`config.mk`:
```
export PLATFORM = sky130hd
export DESIGN_NAME = fetch_unit
export DESIGN_NICKNAME = d
export VERILOG_FILES = /design/src/rtl/fetch_unit.sv
export SDC_FILE = /design/constraint.sdc
export NUM_CORES = 1
export LEC_CHECK = 0
export ABC_AREA = 1
export ABC_CLOCK_PERIOD_IN_PS = 5100
export BUFFER_PORTS_ARGS = -buffer_cell sky130_fd_sc_hd__buf_2
export CORE_AREA = 4 4 150 152
export CTS_CLUSTER_SIZE = 10
export DETAILED_ROUTE_END_ITERATION = 8
export DIE_AREA = 0 0 154 156
export PLACE_DENSITY = 0.63
export SYNTH_ARGS = -nofsm -noshare
export SYNTH_HDL_FRONTEND = slang
export SYNTH_SLANG_ARGS = --single-unit
```
`constraint.sdc`:
```
create_clock -name clk -period 5.1 [get_ports clk]
set_input_delay 0.51 -clock clk [delete_from_list [all_inputs] [get_ports clk]]
set_output_delay 0.51 -clock clk [all_outputs]
set_load 0.02 [all_outputs]
```
`src/rtl/fetch_unit.sv`:
```
// Instruction fetch front-end: walks a word-addressed PC through a 1-cycle ROM,
// buffers responses in a small FIFO and hands them to the core over valid/ready.
module fetch_unit #(
    parameter int                ADDR_W   = 8,
    parameter int                DEPTH    = 4,
    parameter logic [ADDR_W-1:0] RESET_PC = '0
) (
    input  logic                         clk,
    input  logic                         rst,
    input  logic                         en,
    output logic [ADDR_W-1:0]            imem_addr,
    input  logic [31:0]                  imem_rdata,
    output logic                         instr_valid,
    output logic [31:0]                  instr,
    output logic [ADDR_W-1:0]            instr_pc,
    input  logic                         instr_ready,
    input  logic                         redirect,
    input  logic [ADDR_W-1:0]            redirect_pc,
    output logic [$clog2(DEPTH+1)-1:0]   fifo_count
);

    localparam int CW = $clog2(DEPTH + 1);
    localparam int PW = $clog2(DEPTH);

    typedef struct packed {
        logic [31:0]       instr;
        logic [ADDR_W-1:0] pc;
    } entry_t;

    entry_t            mem [DEPTH];
    logic [PW-1:0]     rd_ptr;
    logic [PW-1:0]     wr_ptr;
    logic [CW-1:0]     count;
    logic [ADDR_W-1:0] pc;
    logic              inflight;
    logic [ADDR_W-1:0] inflight_pc;

    logic [CW:0]       credit;
    logic              fire;
    logic              push;
    logic              pop;

    // Credit counts the outstanding read as occupied, so a response always has a slot.
    assign credit      = {1'b0, count} + (CW + 1)'(inflight);
    assign fire        = en & ~redirect & (credit < (CW + 1)'(DEPTH));
    assign push        = inflight & ~redirect;
    assign pop         = instr_valid & instr_ready;

    assign imem_addr   = pc;
    assign fifo_count  = count;
    assign instr_valid = (count != '0);
    assign instr       = instr_valid ? mem[rd_ptr].instr : '0;
    assign instr_pc    = instr_valid ? mem[rd_ptr].pc    : '0;

    // NOTE: sequential state uses non-blocking assignments so every register
    // samples the pre-edge values of the others, regardless of statement order.
    always_ff @(posedge clk) begin
        if (!rst) begin
            pc          <= RESET_PC;
            inflight    <= 1'b0;
            inflight_pc <= '0;
            rd_ptr      <= '0;
            wr_ptr      <= '0;
            count       <= '0;
            // NOTE: the FIFO storage is cleared too, so no stale word survives a reset.
            for (int i = 0; i < DEPTH; i++) begin
                mem[i] <= '0;
            end
        end else if (redirect) begin
            pc       <= redirect_pc;
            inflight <= 1'b0;
            rd_ptr   <= '0;
            wr_ptr   <= '0;
            count    <= '0;
        end else begin
            inflight <= fire;
            if (fire) begin
                inflight_pc <= pc;
                pc          <= pc + ADDR_W'(1);
            end
            if (push) begin
                mem[wr_ptr] <= {imem_rdata, inflight_pc};
                wr_ptr      <= wr_ptr + PW'(1);
            end
            if (pop) begin
                rd_ptr <= rd_ptr + PW'(1);
            end
            case ({push, pop})
                2'b10:   count <= count + CW'(1);
                2'b01:   count <= count - CW'(1);
                default: count <= count;
            endcase
        end
    end

endmodule

```
* Yosys cells after proc, flatten, opt, wreduce, memory -nomap -nowiden
Memory sizes are Yosys's and may differ from the RTL's. A register that Yosys moved wholly into a read port is not among the register bits.
Index checks and enable logic that the tools add are counted.
** Word-level totals
- Register bits :: 24
- Bits in writable memories :: 160
- Word-level logic and storage cells :: 43
- Memories :: 1
** Cells by class
- Add/subtract/negate cells :: 6
- Order comparisons :: 1
- Equality and inequality tests :: 2
- Muxes and demuxes :: 15
- Bitwise operators :: 6
- Reductions and logical operators :: 6
** Memory list
- mem :: words 4, bits a word 40, rd ports 1, clocked after Yosys merged registers in 1, write ports 4, line 30 : entry_t mem [DEPTH];
** Operators by type and width (count)
- 40-bit two-way mux :: 1
- 40-bit OR reduction :: 1
- 32-bit two-way mux :: 1
- 8-bit two-way mux :: 3
- 8-bit by 1-bit adder with 8-bit output (second input constant) :: 1
- 1-bit two-way mux :: 6
- 2-bit two-way mux :: 3
- 3-bit one-hot mux with 2 select lines :: 1
- 2-bit by 1-bit adder with 2-bit output (second input constant) :: 2
- 3-bit by 1-bit adder with 4-bit output :: 1
- 1-bit bitwise AND :: 4
- 4-bit by 3-bit less-than comparator with 1-bit output (second input constant) :: 1
- 2-bit nonzero test :: 2
- 3-bit by 1-bit adder with 3-bit output (second input constant) :: 1
- 3-bit nonzero test :: 1
- 3-bit by 1-bit subtractor with 3-bit output (second input constant) :: 1
- 2-bit by 1-bit equality test with 1-bit output (second input constant) :: 1
- 2-bit equality test (second input constant) :: 1
- 1-bit inverter :: 2
- 2-bit AND reduction :: 1
- 2-bit OR reduction :: 1

* Depth between registers and ports, before layout
- Depth after elaboration :: 8
- Gate-level depth with buffers :: 11
- Mapped depth without buffers :: 11

* Worst setup path before layout
Ideal clock, no wire load.
- Kind :: input-to-reg
- Start point :: in redirect
- End point :: mem mem[3][0] (netlist bit) (enable)
- Library setup time :: 498 ps
- Arrival time :: 3779 ps
- Data required time :: 4602 ps
- Setup slack :: 823 ps
- Cell stages on the path :: 4
- Buffers on the path :: 1
- Path through :: buf_6 inv_4 nand2_4 o31ai_1
** RTL lines
- start: declaration :: line 17 : input logic redirect,
- end: declaration :: line 30

==> metrics.md <==
| Metric | Value |
|---|---|
| Status | finished, final reports clean |
| Die width | 154 um |
| Fin. Hold Viols | 0 |
| Vias in the first global route | 5,977 |
| Placed Cells | 1,204 |
| Yosys Warn Count | 0 |
| CP max stage cell | buf_4 |
| # DRC | 0 |
| 1st-iter DRT viols | 453 |
| Syn Inst Count | 877 |
| RSZ-0062 raised after global routing | false |
| Min-delay worst type | input port to flip-flop |
| FMAX | 311.3 MHz |
| Mean post-synth cell area | 9.562 um^2 |
| Largest net degree at the start of global routing | between 80 and 90 |
| Detailed Place HPWL | 10.93 mm |
| Initial core utilization | 0.3989 |
| Critical path required time | 4.59 ns |
| Utilization after layout | 0.4579 |
| Synth top area share | 0.5730 |
| Largest stage delay, worst path | ~0.45 ns |
| Measured slew at the worst slew-check pin | 1.117 ns |
| Final setup vio count | 0 |
| H-tree Lvls | 4 |
| Port Buffer Count | 96 |
| IO Pins | 97 |
| WL final | a little under 20 mm |
| Routed Antenna Nets | 0 |
| PostCTS Resize Cnt | 0 |
| Antenna Cells | 0 |
| Share of post-route cells with drive strength above 1 | 0.1790 |
| Setup crit start kind | flip-flop |
| Final hold slack | 0.3856 ns |
| Overall power | 3.164 mW |
| Commonest non-fill, non-tap cell in the layout | nor2_1 |
| Setup Crit Path Kind | flip-flop to primary output |
| Dpl cell area | 9060 um^2 |
| Min cycle time layout | about 3.2 ns |
| Max-cap violations | 0 |
| CP max FO | 41 |
| Most frequent CP cell | buf_4 |
| Setup WS pre-CTS | roughly 2.3 ns |
| Critical path, cell by cell | buf_4 -> clkinv_1 -> buf_4 -> nor2_1 -> o21ai_0 -> a21oi_1 -> buf_2 |
| Post-route cell area | 9625 um^2 |
| Clock Sinks | 186 |
| Total gr overflow | 0 |
| Area grow syn2layout | 14.79% |
| Area leader, netlist | edfxtp_1 |
| Die height | 156 um |
| Buf/Inv on CP | 4 |
| Synth top area cells | edfxtp_1 (57%), nor2_1 (13%), dfxtp_1 (6.2%) |
| Most frequent cells in the layout | nor2_1 (291), edfxtp_1 (160), buf_2 (96) |
| DRT Pass-1 Iters | 5 |
| Setup bufs post-CTS | 0 |
| Pwr dens | 328.7 nW/um^2 |
| Via count | 6,086 |
| Syn Nets | between 900 and 1,000 |
| Nets | 996 |
| Worst setup EP type | primary output |
| Max-slew violation count | 0 |
| Via density per instance | approximately 4.9 |
| #FFs+latches synth | 186 |
| Final period util | 0.6299 |
| Worst setup margin | ~1.9 ns |
| Clock Skews | between 0.008 and 0.009 ns |
| CTS tree | yes |
| Setup TNS | 0 ns |
| Clock transition at path regs | about 0.07 ns |
| Drt wl/cell | 15.63 um |
| All-Layer GR Usage | 0.1615 |
| Core area | approximately 21,000 um^2 |
| Worst skew pair latency | 0.42 ns |
| Leakage | 3.782 nW |
| Critical path's top delay family | buffers and inverters |
| Inserted Clock Buffers | 17 |
| Mapped cell area | 8386 um^2 |
| Rel. slew slack | 0.2525 |
| Clk buf depth | 2 |
| Num rows | 53 |
| Crit path DAT | 2.70 ns |
| VDD IR max | 0.0002398 V |
| Die area | 24,020 um^2 |
| CTS Hold Buffers Added | 0 |
| First-pass GRT wire length | 30.97 mm |
| Initial antenna violation count | 0 |
| Non-filler cells, final | between 1,000 and 1,500 |
| Root Driver | clkbuf_16 |
| Routability Congestion | 0.8680 |
| Sequential area share after synthesis | 0.6350 |
| Yosys cell types | 28 |
[worst register-to-register path, stage by stage, from the launching register on]
cell     delay (ns)
dfxtp_1        0.30
inv_1          0.19
nand2_2        0.67
o21ai_4        0.37
buf_4          0.56
[layer usage]
metal | GRT usage | share of wire | up-vias
li1 | - | - | 3049
met1 | 0.2172 | 0.46 | 2875
met2 | 0.2685 | 0.47 | 147
met3 | 0.03384 | 0.048 | 15
met4 | 0.04205 | 0.013 | 0
met5 | 0 | 0 | -
[state kept, by name (all words and copies together), names as in the netlist, named ones only]
register	flops
fifo_count	3
imem_addr	8
inflight	1
inflight_pc	8
mem	160
rd_ptr	2
wr_ptr	2
[synthesized netlist by cell type]
library cell and n:
nor3_1 32, dfxtp_1 26, a21oi_1 56, nor2_2 11, nor2_1 291, inv_1 70, nand4_1 3, ha_1 2
buf_6 5, edfxtp_1 160, o21a_1 1, fa_1 1, o21ai_0 84, o31ai_1 2, nand2_1 33, a21boi_0 2
o21ai_1 14, clkinv_1 1, buf_1 2, xor2_1 1, o21bai_1 1, clkbuf_1 27, nor2_4 6, inv_2 8
inv_4 1, buf_2 20, nand3_1 16, nand2_4 1
[area by class of cell]
| type | instances | area [um^2] |
|---|---|---|
| fill | 1995 | 11400 |
| sequential | 186 | 5328 |
| timing repair buffer | 106 | 555.5 |
| inverter | 80 | 302.8 |
| tap | 275 | 344.1 |
| clock inverter | 15 | 140.1 |
| multi-input combinational | 557 | 2530 |
| clock buffer | 17 | 425.4 |
[path summary, 6_finish.rpt]
check | start | end | slack, ns | depth (start not counted)
min reg2reg | rd_ptr[1] | flip-flop | 0.47 | 2
max | flip-flop | instr[17] | 1.89 | 7
min | redirect_pc[7] | imem_addr[7] | 0.39 | 5
max reg2reg | wr_ptr[1] | mem[1][31] | 2.63 | 4
[cell families after synthesis]
| logic type | share of synthesized area |
|---|---|
| adders and majority gates | 0.005371 |
| buffers and inverters | 0.06774 |
| AOI/OAI and AO/OA | 0.09728 |
| and+or+nand+nor | 0.1935 |
| DFF | 0.6350 |
| xor gates and xnor gates | 0.001045 |
[power breakdown]
group	internal (mW)	total, mW	switching [mW]
registers	1.71	1.73	0.0208
clock network	0.681	1.27	0.586
logic	0.0461	0.169	0.123
total	2.43	3.16	0.730
Power figures use the tool's default switching activity.
